## src/rtl/if1_fetch_queue_pkg.sv

```systemverilog
// Shared constants, encodings and types for the IF1 fetch queue.
package if1_fetch_queue_pkg;

    localparam logic [31:0] INST_NOP = 32'h0340_0000;
    localparam logic [31:0] PC_RESET = 32'h1C00_0000;

    typedef enum logic [1:0] {
        SER_NONE = 2'b00,
        SER_IBAR = 2'b01,
        SER_CSR  = 2'b10,
        SER_TLB  = 2'b11
    } ser_kind_e;

    typedef enum logic [2:0] {
        ST_IDLE,
        ST_WAIT_EX_IBAR,
        ST_WAIT_CACHE_IDLE,
        ST_WAIT_EX_CSR,
        ST_WAIT_CSR_OK,
        ST_WAIT_EX_TLB,
        ST_WAIT_TLB_OK
    } fq_state_e;

    // Fixed-width packet fields; the top wraps this with the parameter-sized
    // inst/mask/exc fields to form the stored packet.
    typedef struct packed {
        logic [31:0] pc;
        logic [31:0] pc_next;
        logic [31:0] badv;
        logic [31:0] cookie;
        logic [1:0]  excp_flag;
    } fq_pkt_hdr_t;

    // Restart PC: the instruction after the serialising slot of the packet.
    function automatic logic [31:0] fq_redirect_pc(input logic [31:0] pc,
                                                   input int unsigned fetch_w,
                                                   input int unsigned slot);
        logic [31:0] base;
        base = pc & ~(32'(fetch_w) * 32'd4 - 32'd1);
        return base + 32'(slot) * 32'd4 + 32'd4;
    endfunction

endpackage

```

## src/rtl/if1_fq_ser_fsm.sv

```systemverilog
// Serialisation FSM: stalls fetch until EX acknowledges the serialising
// instruction and its side effects complete, then pulses a redirect.
module if1_fq_ser_fsm
    import if1_fetch_queue_pkg::*;
#(
    parameter int unsigned FETCH_W = 2,
    parameter int unsigned SLOT_W  = 1
) (
    input  logic              clk,
    input  logic              rstn,
    input  logic              flush,
    input  logic              push,
    input  logic [1:0]        ser_kind,
    input  logic [SLOT_W-1:0] ser_slot,
    input  logic [31:0]       in_pc,
    input  logic              ex_ser_ack,
    input  logic              icache_idle,
    input  logic              dcache_idle,
    input  logic              csr_done,
    input  logic              tlb_done,
    output logic              idle,
    output logic              fetch_kill,
    output logic              redirect_valid,
    output logic [31:0]       redirect_pc
);

    fq_state_e   state;
    fq_state_e   state_nx;
    logic        redirect_nx;
    logic [31:0] slot_idx;

    assign slot_idx = (FETCH_W > 1) ? 32'(ser_slot) : 32'd0;
    assign idle     = (state == ST_IDLE);

    // State register, registered redirect pulse and latched restart PC.
    always_ff @(posedge clk or negedge rstn) begin
        if (!rstn) begin
            state          <= ST_IDLE;
            redirect_valid <= 1'b0;
            redirect_pc    <= '0;
        end else if (flush) begin
            state          <= ST_IDLE;
            redirect_valid <= 1'b0;
            redirect_pc    <= '0;
        end else begin
            state          <= state_nx;
            redirect_valid <= redirect_nx;
            if (push && (ser_kind != SER_NONE))
                redirect_pc <= fq_redirect_pc(in_pc, FETCH_W, slot_idx);
        end
    end

    // Next-state, fetch kill and redirect request.
    always_comb begin
        state_nx    = state;
        redirect_nx = 1'b0;
        fetch_kill  = 1'b0;
        unique case (state)
            ST_IDLE: begin
                if (push) begin
                    unique case (ser_kind)
                        SER_IBAR: state_nx = ST_WAIT_EX_IBAR;
                        SER_CSR:  state_nx = ST_WAIT_EX_CSR;
                        SER_TLB:  state_nx = ST_WAIT_EX_TLB;
                        default:  state_nx = ST_IDLE;
                    endcase
                end
            end
            ST_WAIT_EX_IBAR: begin
                fetch_kill = 1'b1;
                if (ex_ser_ack) state_nx = ST_WAIT_CACHE_IDLE;
            end
            ST_WAIT_CACHE_IDLE: begin
                if (icache_idle && dcache_idle) begin
                    state_nx    = ST_IDLE;
                    redirect_nx = 1'b1;
                end
            end
            ST_WAIT_EX_CSR: begin
                fetch_kill = 1'b1;
                if (ex_ser_ack) state_nx = ST_WAIT_CSR_OK;
            end
            ST_WAIT_CSR_OK: begin
                if (csr_done) begin
                    state_nx    = ST_IDLE;
                    redirect_nx = 1'b1;
                end
            end
            ST_WAIT_EX_TLB: begin
                fetch_kill = 1'b1;
                if (ex_ser_ack) state_nx = ST_WAIT_TLB_OK;
            end
            ST_WAIT_TLB_OK: begin
                if (tlb_done) begin
                    state_nx    = ST_IDLE;
                    redirect_nx = 1'b1;
                end
            end
            default: state_nx = ST_IDLE;
        endcase
    end

endmodule

```

## src/rtl/if1_fetch_queue.sv

```systemverilog
// IF1 -> decode fetch-packet queue with per-slot masking and serialisation
// stall. Optional macro IF1_FQ_BYPASS_EN forwards a push straight to the
// output when the queue is empty.
module if1_fetch_queue
    import if1_fetch_queue_pkg::*;
#(
    parameter int unsigned DEPTH   = 4,
    parameter int unsigned FETCH_W = 2,
    parameter int unsigned EXC_W   = 7
) (
    input  logic                       clk,
    input  logic                       rstn,
    input  logic                       flush,
    input  logic                       in_valid,
    output logic                       in_ready,
    input  logic [31:0]                in_pc,
    input  logic [31:0]                in_pc_next,
    input  logic [FETCH_W*32-1:0]      in_inst,
    input  logic [31:0]                in_badv,
    input  logic [EXC_W-1:0]           in_exc,
    input  logic [1:0]                 in_excp_flag,
    input  logic [31:0]                in_cookie,
    input  logic [1:0]                 ser_kind,
    input  logic [((FETCH_W > 1) ? $clog2(FETCH_W) : 1)-1:0] ser_slot,
    input  logic                       ex_ser_ack,
    input  logic                       icache_idle,
    input  logic                       dcache_idle,
    input  logic                       csr_done,
    input  logic                       tlb_done,
    output logic                       out_valid,
    input  logic                       out_ready,
    output logic [31:0]                out_pc,
    output logic [31:0]                out_pc_next,
    output logic [31:0]                out_badv,
    output logic [31:0]                out_cookie,
    output logic [FETCH_W*32-1:0]      out_inst,
    output logic [FETCH_W-1:0]         out_mask,
    output logic [EXC_W-1:0]           out_exc,
    output logic [1:0]                 out_excp_flag,
    output logic                       fetch_kill,
    output logic                       redirect_valid,
    output logic [31:0]                redirect_pc,
    output logic [$clog2(DEPTH):0]     count
);

    localparam int unsigned SLOT_W = (FETCH_W > 1) ? $clog2(FETCH_W) : 1;
    localparam int unsigned PTR_W  = $clog2(DEPTH);
    localparam int unsigned CNT_W  = PTR_W + 1;

    typedef struct packed {
        fq_pkt_hdr_t             hdr;
        logic [FETCH_W*32-1:0]   inst;
        logic [FETCH_W-1:0]      mask;
        logic [EXC_W-1:0]        exc;
    } pkt_t;

    pkt_t             mem [DEPTH];
    pkt_t             in_pkt;
    pkt_t             head;
    logic [PTR_W-1:0] wr_ptr;
    logic [PTR_W-1:0] rd_ptr;
    logic             empty;
    logic             full;
    logic             fsm_idle;
    logic             push;
    logic             pop;
    logic             bypass;
    logic             wr_en;
    logic             rd_en;
    logic [31:0]      align_idx;
    logic [31:0]      ser_idx;

    assign empty    = (count == '0);
    assign full     = (count == CNT_W'(DEPTH));
    assign in_ready = !full && fsm_idle && !flush;
    assign push     = in_valid && in_ready;

`ifdef IF1_FQ_BYPASS_EN
    assign bypass = empty && push;
`else
    assign bypass = 1'b0;
`endif

    assign out_valid = !empty || bypass;
    assign pop       = out_valid && out_ready;
    // A bypassed packet consumed in the same cycle never touches storage.
    assign wr_en     = push && !(bypass && pop);
    assign rd_en     = pop && !bypass;

    assign align_idx = (in_pc >> 2) & 32'(FETCH_W - 1);
    assign ser_idx   = (FETCH_W > 1) ? 32'(ser_slot) : 32'd0;

    // Build the stored packet: clear slots before the PC and after a serialiser.
    always_comb begin
        in_pkt               = '0;
        in_pkt.hdr.pc        = in_pc;
        in_pkt.hdr.pc_next   = in_pc_next;
        in_pkt.hdr.badv      = in_badv;
        in_pkt.hdr.cookie    = in_cookie;
        in_pkt.exc           = in_exc;
        in_pkt.hdr.excp_flag = ((ser_kind != SER_NONE) && (ser_idx < align_idx)) ?
                               2'b00 : in_excp_flag;
        for (int unsigned i = 0; i < FETCH_W; i++) begin
            in_pkt.mask[i] = (i >= align_idx) && ((ser_kind == SER_NONE) || (i <= ser_idx));
            in_pkt.inst[32*i +: 32] = in_pkt.mask[i] ? in_inst[32*i +: 32] : INST_NOP;
        end
    end

    // Head view: reset values when empty, else the oldest stored packet.
    always_comb begin
        head        = '0;
        head.hdr.pc = PC_RESET;
        head.inst   = {FETCH_W{INST_NOP}};
        if (bypass)
            head = in_pkt;
        else if (!empty)
            head = mem[rd_ptr];
    end

    assign out_pc        = head.hdr.pc;
    assign out_pc_next   = head.hdr.pc_next;
    assign out_badv      = head.hdr.badv;
    assign out_cookie    = head.hdr.cookie;
    assign out_excp_flag = head.hdr.excp_flag;
    assign out_inst      = head.inst;
    assign out_mask      = head.mask;
    assign out_exc       = head.exc;

    // Packet storage write port.
    always_ff @(posedge clk) begin
        if (wr_en)
            mem[wr_ptr] <= in_pkt;
    end

    // Pointers and occupancy; flush empties the queue.
    always_ff @(posedge clk or negedge rstn) begin
        if (!rstn) begin
            wr_ptr <= '0;
            rd_ptr <= '0;
            count  <= '0;
        end else if (flush) begin
            wr_ptr <= '0;
            rd_ptr <= '0;
            count  <= '0;
        end else begin
            if (wr_en) wr_ptr <= wr_ptr + PTR_W'(1);
            if (rd_en) rd_ptr <= rd_ptr + PTR_W'(1);
            unique case ({wr_en, rd_en})
                2'b10:   count <= count + CNT_W'(1);
                2'b01:   count <= count - CNT_W'(1);
                default: count <= count;
            endcase
        end
    end

    if1_fq_ser_fsm #(
        .FETCH_W (FETCH_W),
        .SLOT_W  (SLOT_W)
    ) u_ser_fsm (
        .clk            (clk),
        .rstn           (rstn),
        .flush          (flush),
        .push           (push),
        .ser_kind       (ser_kind),
        .ser_slot       (ser_slot),
        .in_pc          (in_pc),
        .ex_ser_ack     (ex_ser_ack),
        .icache_idle    (icache_idle),
        .dcache_idle    (dcache_idle),
        .csr_done       (csr_done),
        .tlb_done       (tlb_done),
        .idle           (fsm_idle),
        .fetch_kill     (fetch_kill),
        .redirect_valid (redirect_valid),
        .redirect_pc    (redirect_pc)
    );

endmodule

```

## config.mk

```make
export PLATFORM = sky130hd
export DESIGN_NAME = if1_fetch_queue
export DESIGN_NICKNAME = d
export VERILOG_FILES = /design/src/rtl/if1_fetch_queue_pkg.sv /design/src/rtl/if1_fq_ser_fsm.sv /design/src/rtl/if1_fetch_queue.sv
export SDC_FILE = /design/constraint.sdc
export NUM_CORES = 1
export LEC_CHECK = 0
export BUFFER_PORTS_ARGS = -buffer_cell sky130_fd_sc_hd__buf_2
export CAP_MARGIN = 15
export CORE_UTILIZATION = 40
export DETAILED_ROUTE_END_ITERATION = 12
export PLACE_DENSITY = 0.61
export SYNTH_ARGS = -nofsm -noshare
export SYNTH_HDL_FRONTEND = slang
export SYNTH_SLANG_ARGS = --single-unit
```

## constraint.sdc

```tcl
create_clock -name clk -period 6 [get_ports clk]
set_input_delay 0.3 -clock clk [delete_from_list [all_inputs] [get_ports clk]]
set_output_delay 0.3 -clock clk [all_outputs]
set_load 0.05 [all_outputs]
```

---- Yosys cells after proc, flatten, opt, wreduce, memory -nomap -nowiden ----
Memory sizes are Yosys's and may differ from the RTL's.
Index checks and enable logic that the tools add are counted.
Widths: inputs -> output; s select.
operators by class
  add/subtract/negate cells ............... 6
  order comparisons ....................... 5
  equal/unequal tests ..................... 19
  muxes and demuxes ....................... 30
  reductions and logical operators ........ 24
operator list
  operator               number
  $mux 203               1
  $mux 32                4
  $add 32x3->32          1
  $add 32x3->32 const B  1
  $mux 3                 9
  $pmux 3 s7             1
  $ne 3x3->1 const B     5
  $eq 3x3->1 const B     4
  $mux 2                 5
  $logic_and 1x1->1      9
  $pmux 3 s3             1
  $reduce_bool 2->1      4
  $mux 1                 7
  $reduce_and 7->1       1
  $eq 2x2->1 const B     3
  $eq 3x2->1 const B     2
  $logic_not 3->1        2
  $ne 3x2->1 const B     2
  $pmux 3 s2             1
  $add 2x1->2 const B    2
  $eq 2x1->1 const B     2
  $add 3x1->3 const B    1
  $eq 3x1->1 const B     1
  $logic_not 1->1        3
  9 further kinds        12
word-level totals
  register bits after elaboration ......... 43
  bits in writable memories ............... 812
  input port bits ......................... 214
  logic and storage cells ................. 91
  memories ................................ 1
memories
  name  depth  width  read ports  clocked after Yosys merged registers in  wr ports  RTL line               source
  mem   4      203    1           0                                        1         if1_fetch_queue.sv:57  pkt_t mem [DEPTH];

---- Logic depth before layout (Yosys ltp) ----
Gate-level depths: netlist (run 1).
  depth in word-level cells ............... 8
  mapped depth ............................ 10
  gate-level depth less buffers ........... 8

---- Modules after synthesis ----
From an unflattened synthesis (run 1), not the netlist that was laid out.
second synthesis, totals
  cells, all modules ...................... 1653
  area, all modules ....................... 33621.0 µm²
modules (own cells, without submodules)
  module           times used  cells an instance  area an instance (µm²)
  if1_fetch_queue  1           1409               31499.0
  if1_fq_ser_fsm   1           244                2122.0

---- Worst setup path before layout (run 1) ----
Ideal clock, no wire load.
  kind .................................... register to register
  from .................................... reg count[0]
  to ...................................... mem mem[0][0] in the netlist's numbering (enable)
  arrival ................................. 5965 ps
  required time ........................... 5410 ps
  path slack .............................. -555 ps
  stages on the path, launching flop included .. 5
  path buffers ............................ 1
  period minus slack after synthesis ...... 6555 ps
  cell sequence ........................... dfrtp_1 > nor3b_2 > nor3b_2 > buf_2 > and2_1
on the way
  word-level cells in the longest chain between the ends .. 7
ends and longest elaborated chain
  element                          RTL line                source
  start: declaration               if1_fetch_queue.sv:43   output logic [$clog2(DEPTH):0] count
  start signal: assignment         if1_fetch_queue.sv:149  2'b10: count <= count + CNT_W'(1);
  start signal: assignment         if1_fetch_queue.sv:150  2'b01: count <= count - CNT_W'(1);
  start signal: assignment         if1_fetch_queue.sv:151  default: count <= count;
  $eq 3x3->1                       if1_fetch_queue.sv:74   assign full = (count == CNT_W'(DEPTH));
  $logic_not 1->1                  if1_fetch_queue.sv:75   assign in_ready = !full && fsm_idle && !flush;
  $logic_and 1x1->1 (2 in series)  if1_fetch_queue.sv:75
  $logic_and 1x1->1                if1_fetch_queue.sv:76   assign push = in_valid && in_ready;
  $mux 1                           if1_fetch_queue.sv:131  if (wr_en)
  $mux 1 (not written as such)     if1_fetch_queue.sv:132  mem[wr_ptr] <= in_pkt;
  end: declaration                 if1_fetch_queue.sv:57
No other way between the ends.

---- Worst setup path after layout (run 1) ----
  from .................................... reg count[0]
  to ...................................... out out_pc[21]
on the way
  word-level cells in the longest chain between the ends .. 2
ends and longest elaborated chain
  element           RTL line                source
  $logic_not 3->1   if1_fetch_queue.sv:73   assign empty = (count == '0);
  $mux 203          if1_fetch_queue.sv:116  else if (!empty)
  end: declaration  if1_fetch_queue.sv:32   output logic [31:0] out_pc,
No other way between the ends.

==> results of run 1 <==
## how the worst max path moves through the flow
stage                                         from  cells after the start  slack, ns                    end
floorplan                     count[0]$_DFFE_PN0P_                      4       1.74    mem[0][0]$_DFFE_PP_
global placement    u_ser_fsm.state[1]$_DFFE_PN0P_                      4       2.67  mem[0][110]$_DFFE_PP_
detailed placement  u_ser_fsm.state[1]$_DFFE_PN0P_                      4       2.68  mem[0][110]$_DFFE_PP_
CTS                           count[0]$_DFFE_PN0P_                      5       2.16             out_pc[21]
global route                  count[1]$_DFFE_PN0P_                      5       1.96             out_pc[21]
finish                        count[0]$_DFFE_PN0P_                      5       2.09             out_pc[21]
## state kept, by name, indices dropped and copies added, names as in the netlist
signal,cells
u_ser_fsm.state,3
u_ser_fsm.redirect_pc,30
count,3
u_ser_fsm.redirect_valid,1
rd_ptr,2
mem,812
wr_ptr,2
## placed cells by master (no fill, tap or decap), types with 4 or more instances in the layout
cell type / synthesis / layout
a21oi_1: 5 / 5
and2_1: 227 / 223
and2_4: 0 / 4
buf_12: 0 / 13
buf_2: 27 / 453
buf_4: 4 / 6
bufinv_16: 0 / 6
clkbuf_1: 44 / 17
clkbuf_16: 0 / 95
clkinv_1: 0 / 18
clkinv_2: 0 / 20
clkinvlp_4: 0 / 4
dfrtp_1: 41 / 39
diode_2: 0 / 4
dlygate4sd3_1: 0 / 162
edfxtp_1: 812 / 812
ha_1: 5 / 5
inv_1: 14 / 13
mux4_2: 203 / 203
nand2_1: 19 / 19
nand3_1: 10 / 10
nand3b_1: 10 / 10
nor2_1: 20 / 20
nor2b_1: 30 / 30
nor3_1: 10 / 10
o21ai_2: 10 / 10
o2bb2ai_1: 18 / 18
or2_2: 13 / 13
xnor2_1: 22 / 22
xor2_1: 11 / 11
## routing by layer
layer | up-vias | GRT usage
met5 | - | 0
met4 | 12 | 0.05430
met3 | 114 | 0.04422
met2 | 548 | 0.2831
met1 | 9045 | 0.2292
li1 | 7744 | -
## area by class of cell
| cell class | count | share of cell area |
|---|---|---|
| Sequential cell | 853 | 0.6098 |
| Multi-Input combinational cell | 662 | 0.1842 |
| Timing Repair Buffer | 634 | 0.1006 |
| Clock buffer | 115 | 0.05956 |
| Tap cell | 1070 | 0.03212 |
| Clock inverter | 55 | 0.01207 |
| Inverter | 14 | 0.001321 |
| Antenna cell | 4 | 0.0002402 |
## per-stage QoR
stage               cell area (µm²)  instances  power [µW]  worst slack, ns
finish                        41680       3407       20360            2.093
global route                  41680       3406       21190            1.961
CTS                           41670       3403       20660            2.161
detailed placement            37060       3071       15050            2.681
global placement              37060       3071       15000            2.674
floorplan                     33570       1619       13100            1.741
## worst register-to-register path, stage by stage, from the launching register on
cell and delay [ns]:
dfrtp_1 0.52, nor4b_4 0.34, nor3b_2 0.63, and2_4 0.88, buf_12 0.44
## what timing repair did
action / 4_1_cts / 5_1_grt
gates resized for setup: 0 / 0
hold endpoints to repair: 677 / 0
hold buffers: 162 / 0
endpoints found under the setup margin: 0 / 0
## kinds of logic (layout without fill, tap and decap cells)
family                     Yosys count  count (layout)  share of synthesized area
xor gates and xnor gates            33              33                   0.008611
and+or+nand+nor                    370             370                    0.06904
adders and majority gates            6               6                   0.002460
DFF                                853             853                     0.7570
AOI/OAI and AO/OA                   45              45                    0.01100
muxes                              206             206                     0.1371
other                                1               6                  0.0001117
buffers and inverters              104             818                    0.01465
## report_power, final
part	switching, µW	internal, µW	leakage [µW]
combinational	5370	2260	0.00511
sequential	196	7030	0.00793
clock	2290	3210	0.00146
==> qor.yml, run 1 <==
status:
  outcome: "finished clean"
yosys:
  synth.area.top_cells: "edfxtp_1 (73%), mux4_2 (14%), and2_1 (4.2%)"
  synth.most_common_cell: "edfxtp_1"
  ys_ff_latch: 853
  avgSynthCellArea_um2: 20.74
  synth_top_cell_by_area: "edfxtp_1"
  synth-edff-count: 812
  yosysSeqAreaShare: 0.7570
  ys.flop_type: "edfxtp_1"
  synthesis.area_um2: 33560
  synth_warnings: 0
  postSynthCellCount: 1618
  synthArstFlopShare: 0.04807
  synth_common_cells: "edfxtp_1 (812), and2_1 (227), mux4_2 (203), clkbuf_1 (44), dfrtp_1 (41)"
  ys_types: 53
  yosysTopAreaCellShare: 0.7265
routing:
  first_pass_iters: 5
  met2_wirelength_um: 36390
  drt_iter0_drc: 1021
  finalWirelength_um: 74000
  vias_per_cell: 5.126
  m1WireLength_um: 30650
  ant_nets: 0
  vias: 17460
  wl_per_cell_um: 21.72
  met3_length_um: 5207
  highest-signal-layer: "met5"
  drc_errors: 0
power_and_ir_drop:
  peakVddDrop_uv: 347.1
  powerDensity_nw_per_um2: 488.5
  leakage_uw: 0.01449
sta:
  finalHoldViolCount: 0
  setup-violations-final: 0
  rsz0062_at_grt: "no"
  final_max_slew_viol_count: 0
  period_needed_ns: 3.907
  hold_slack_ns: 0.04729
  worstMarginPinSlew_ns: 0.9988
  fin_worst_skew_ns: 0.02450
  setup_tns_ns: 0
  fmax_mhz: 255.9
  timing.final.crit_share: 0.6512
  slew_headroom: 0.3341
setup_path:
  path_cells: "nor3_2 > inv_4 > buf_12 > and2_1 > buf_2"
  r2r-start: "u_ser_fsm.state[1]$_DFFE_PN0P_"
  crit_fanout: 121
  cp_top_family: "buffers and inverters"
  cpPeakStageDelay_ns: 0.77
  crit_arrival_ns: 3.61
  cp.required_ns: 5.70
  r2r_end: "mem[0][131]$_DFFE_PP_"
  reg2regPathDepth: 4
  cpMaxStageDelayCell: "nor3_2"
  r2r_slack_ns: 2.67
  crit_type: "reg -> out"
  critPathBufInv: 3
  end_kind: "primary output"
  crit_path_start_kind: "register"
clock_tree:
  root_buffer: "clkbuf_16"
  cts_setup_buffers: 0
  htreeDepth: 3
  clk_latency_ns: 0.64
  clock-sinks: 853
  numCtsBuffers: 92
  cts_tree: "done"
  path_clk_slew_ns: 0.07
  clockBufferDepth: 3
grt:
  track_usage: 0.1738
  grt-ovfl-total: 0
  grt_max_degree: 122
  antenna_found_initial: 9
  grt_pass1_vias: 18490
  grt_pass1_wl_um: 112300
floorplan:
  die-area_um2: 85070
  die-height_um: 291.7
  initial_core_util: 0.4068
  placementRows: 105
  ios: 456
  die_width_um: 291.7
  core_um2: 82500
finish:
  multiInputGateArea_um2: 7677
  syn_to_final_growth_pct: 24.17
  fin_util: 0.5052
  drive_gt1_frac: 0.3673
  fillCellCount: 6723
  ff_latch_area_um2: 25420
  finalNetCount: 2477
place:
  hpwl_um: 43460
  place_congestion: 0.8086
  io_buffer_count: 453
min_path:
  hp-start: "in_inst[41]"
  hold_class: "in -> reg"
  hold_path_end: "mem[2][50]$_DFFE_PP_"
  whs_path_depth: 2
flow_run:
  max_cap_violations: 0
No activity file was read; power rests on OpenSTA's default activity.
==> run 2: changes to the inputs <==
--- a/config.mk
+++ b/config.mk
@@ -9,7 +9,7 @@
 export CAP_MARGIN = 15
 export CORE_UTILIZATION = 40
 export DETAILED_ROUTE_END_ITERATION = 12
-export PLACE_DENSITY = 0.61
+export PLACE_DENSITY = 0.59
 export SYNTH_ARGS = -nofsm -noshare
 export SYNTH_HDL_FRONTEND = slang
 export SYNTH_SLANG_ARGS = --single-unit
==> constraint.sdc (replaced) <==
create_clock -name clk -period 3.7 [get_ports clk]
set_input_delay 0.185 -clock clk [delete_from_list [all_inputs] [get_ports clk]]
set_output_delay 0.185 -clock clk [all_outputs]
set_load 0.05 [all_outputs]
==> qor.yml, run 2 (synthesized netlist as in run 1, its figures left out) <==
routing:
  wl_per_cell_um: 22.93
  vias: 17970
  drt_iter0_drc: 1117
  drc_errors: 0
  vias_per_cell: 5.165
  finalWirelength_um: 79780
  first_pass_iters: 5
  ant_nets: 0
setup_path:
  crit_fanout: 92
  cpMaxStageDelayCell: "buf_4"
  crit_arrival_ns: 2.90
  cp.required_ns: 3.51
  cpPeakStageDelay_ns: 0.63
  crit_path_start_kind: "register"
  crit_type: "reg -> out"
  cp_top_family: "buffers and inverters"
  cp_common_cell: "buf_4"
  path_cells: "nor3_2 > buf_4 > inv_4 > buf_4 > and2_1 > buf_2"
  end_kind: "primary output"
  critPathBufInv: 4
finish:
  layout_common_cells: "edfxtp_1 (812), buf_2 (453), and2_1 (223), dlygate4sd3_1 (205), mux4_2 (203)"
  syn_to_final_growth_pct: 25.95
  finalNetCount: 2564
  largestRegisters: "mem (812), u_ser_fsm.redirect_pc (30)"
  ff_latch_area_um2: 25420
  final_common_cell: "edfxtp_1"
  regMostFlops: "mem"
  multiInputGateArea_um2: 7677
  fin_area_um2: 42270
  largest_register_ffs: 812
  fillCellCount: 6761
  drive_gt1_frac: 0.3684
grt:
  antenna_found_initial: 11
  grt_max_degree: 105
  grt-ovfl-total: 0
  grt_pass1_wl_um: 120500
  grt_pass1_vias: 19080
  track_usage: 0.1878
sta:
  setup-violations-final: 0
  rsz0062_at_grt: "no"
  timing.final.crit_share: 0.8345
  final_max_slew_viol_count: 0
  fmax_mhz: 323.9
  worstMarginPinSlew_ns: 1.009
  period_needed_ns: 3.088
  fin_worst_skew_ns: 0.02398
  slew_headroom: 0.3274
  hold_slack_ns: 0.03013
  finalHoldViolCount: 0
power_and_ir_drop:
  total_power_uw: 32720
  leakage_uw: 0.01480
  powerDensity_nw_per_um2: 774.1
  peakVddDrop_uv: 874.3
floorplan:
  core_um2: 82500
  ios: 456
  placementRows: 105
  initial_core_util: 0.4068
  die-area_um2: 85070
  die_width_um: 291.7
  die-height_um: 291.7
clock_tree:
  htreeDepth: 3
  path_clk_slew_ns: 0.06
  numCtsBuffers: 89
  root_buffer: "clkbuf_16"
  cts_tree: "done"
  clk_latency_ns: 0.64
  clock-sinks: 853
  clockBufferDepth: 3
place:
  hpwl_um: 50680
  post_dp_cell_area_um2: 37580
  place_congestion: 0.8072
  io_buffer_count: 453
status:
  outcome: "finished clean"
flow_run:
  max_cap_violations: 0
min_path:
  hold_class: "in -> reg"
run 2: cell types whose count changed in the layout (fill, tap and decap cells not counted), sizes merged:
cell | previous run | this run
clkbuf | 115 | 110
inv | 17 | 18
dlygate4sd3 | 162 | 205
bufinv | 6 | 1
diode | 4 | 2
buf | 472 | 519
clkinvlp | 4 | 2
clkinv | 42 | 38
run 2: power breakdown:
group / internal (µW) / switching (µW)
Combinational: 3920 / 8990
Sequential: 11400 / 288
Clock: 4520 / 3620
run 2: cell type report:
class                   instances  area share
diodes                          2   0.0001184
clock buffers                 110     0.05455
clock inverters                45    0.007932
inverters                      14    0.001302
multi-input cells             662      0.1816
flip-flops and latches        853      0.6012
well taps                    1070     0.03167
repair buffers                724      0.1216
run 2: final timing paths:
path / startpoint / endpoint / slack, ns / cells past startpoint
worst max-delay path: count[0]$_DFFE_PN0P_ / out_badv[9] / 0.61 / 6
worst min-delay path: in_inst[34] / mem[3][43]$_DFFE_PP_ / 0.03 / 2
worst max register to register: u_ser_fsm.state[1]$_DFFE_PN0P_ / u_ser_fsm.state[2]$_DFFE_PN0P_ / 1.09 / 7
worst min register to register: u_ser_fsm.redirect_pc[14]$_DFFE_PN0P_ / u_ser_fsm.redirect_pc[14]$_DFFE_PN0P_ / 0.49 / 1
max in group asynchronous: rstn / rd_ptr[0]$_DFFE_PN0P_ / 2.72 / 2
min in group asynchronous: rstn / u_ser_fsm.redirect_pc[21]$_DFFE_PN0P_ / 0.25 / 2
run 2: layer usage:
| metal | wire (µm) | global-route usage |
|---|---|---|
| met3 | 5369 | 0.04202 |
| met2 | 38810 | 0.3038 |
| met1 | 34080 | 0.2587 |
| met5 | 79 | 0 |
| met4 | 1443 | 0.04596 |
run 2: metrics by stage:
step           setup TNS, ns  setup WS (ns)  instances  utilization
6_report                   0         0.6124       3480       0.5124
5_1_grt                    0         0.4386       3479       0.5124
4_1_cts                    0         0.5403       3478       0.5123
3_5_place_dp               0          1.093       3118       0.4554
3_3_place_gp               0          1.158       3118       0.4554
2_1_floorplan        -454.12        -0.5593       1619            -
run 2: what timing repair did:
item                                   4_1_cts  5_1_grt
setup endpoints to repair                    0        0
endpoints found under the hold margin      866        0
hold buffers                               205        0
resized for setup                            0        0
buffers inserted                             0        0
run 2: worst reg2reg max path, delay by kind of cell (launching register included):
| family | cells | cell delay, ns |
|---|---|---|
| AOI/OAI and AO/OA | 1 | 0.07 |
| buffers and inverters | 3 | 1.34 |
| DFF | 1 | 0.52 |
| and+or+nand+nor | 3 | 0.60 |
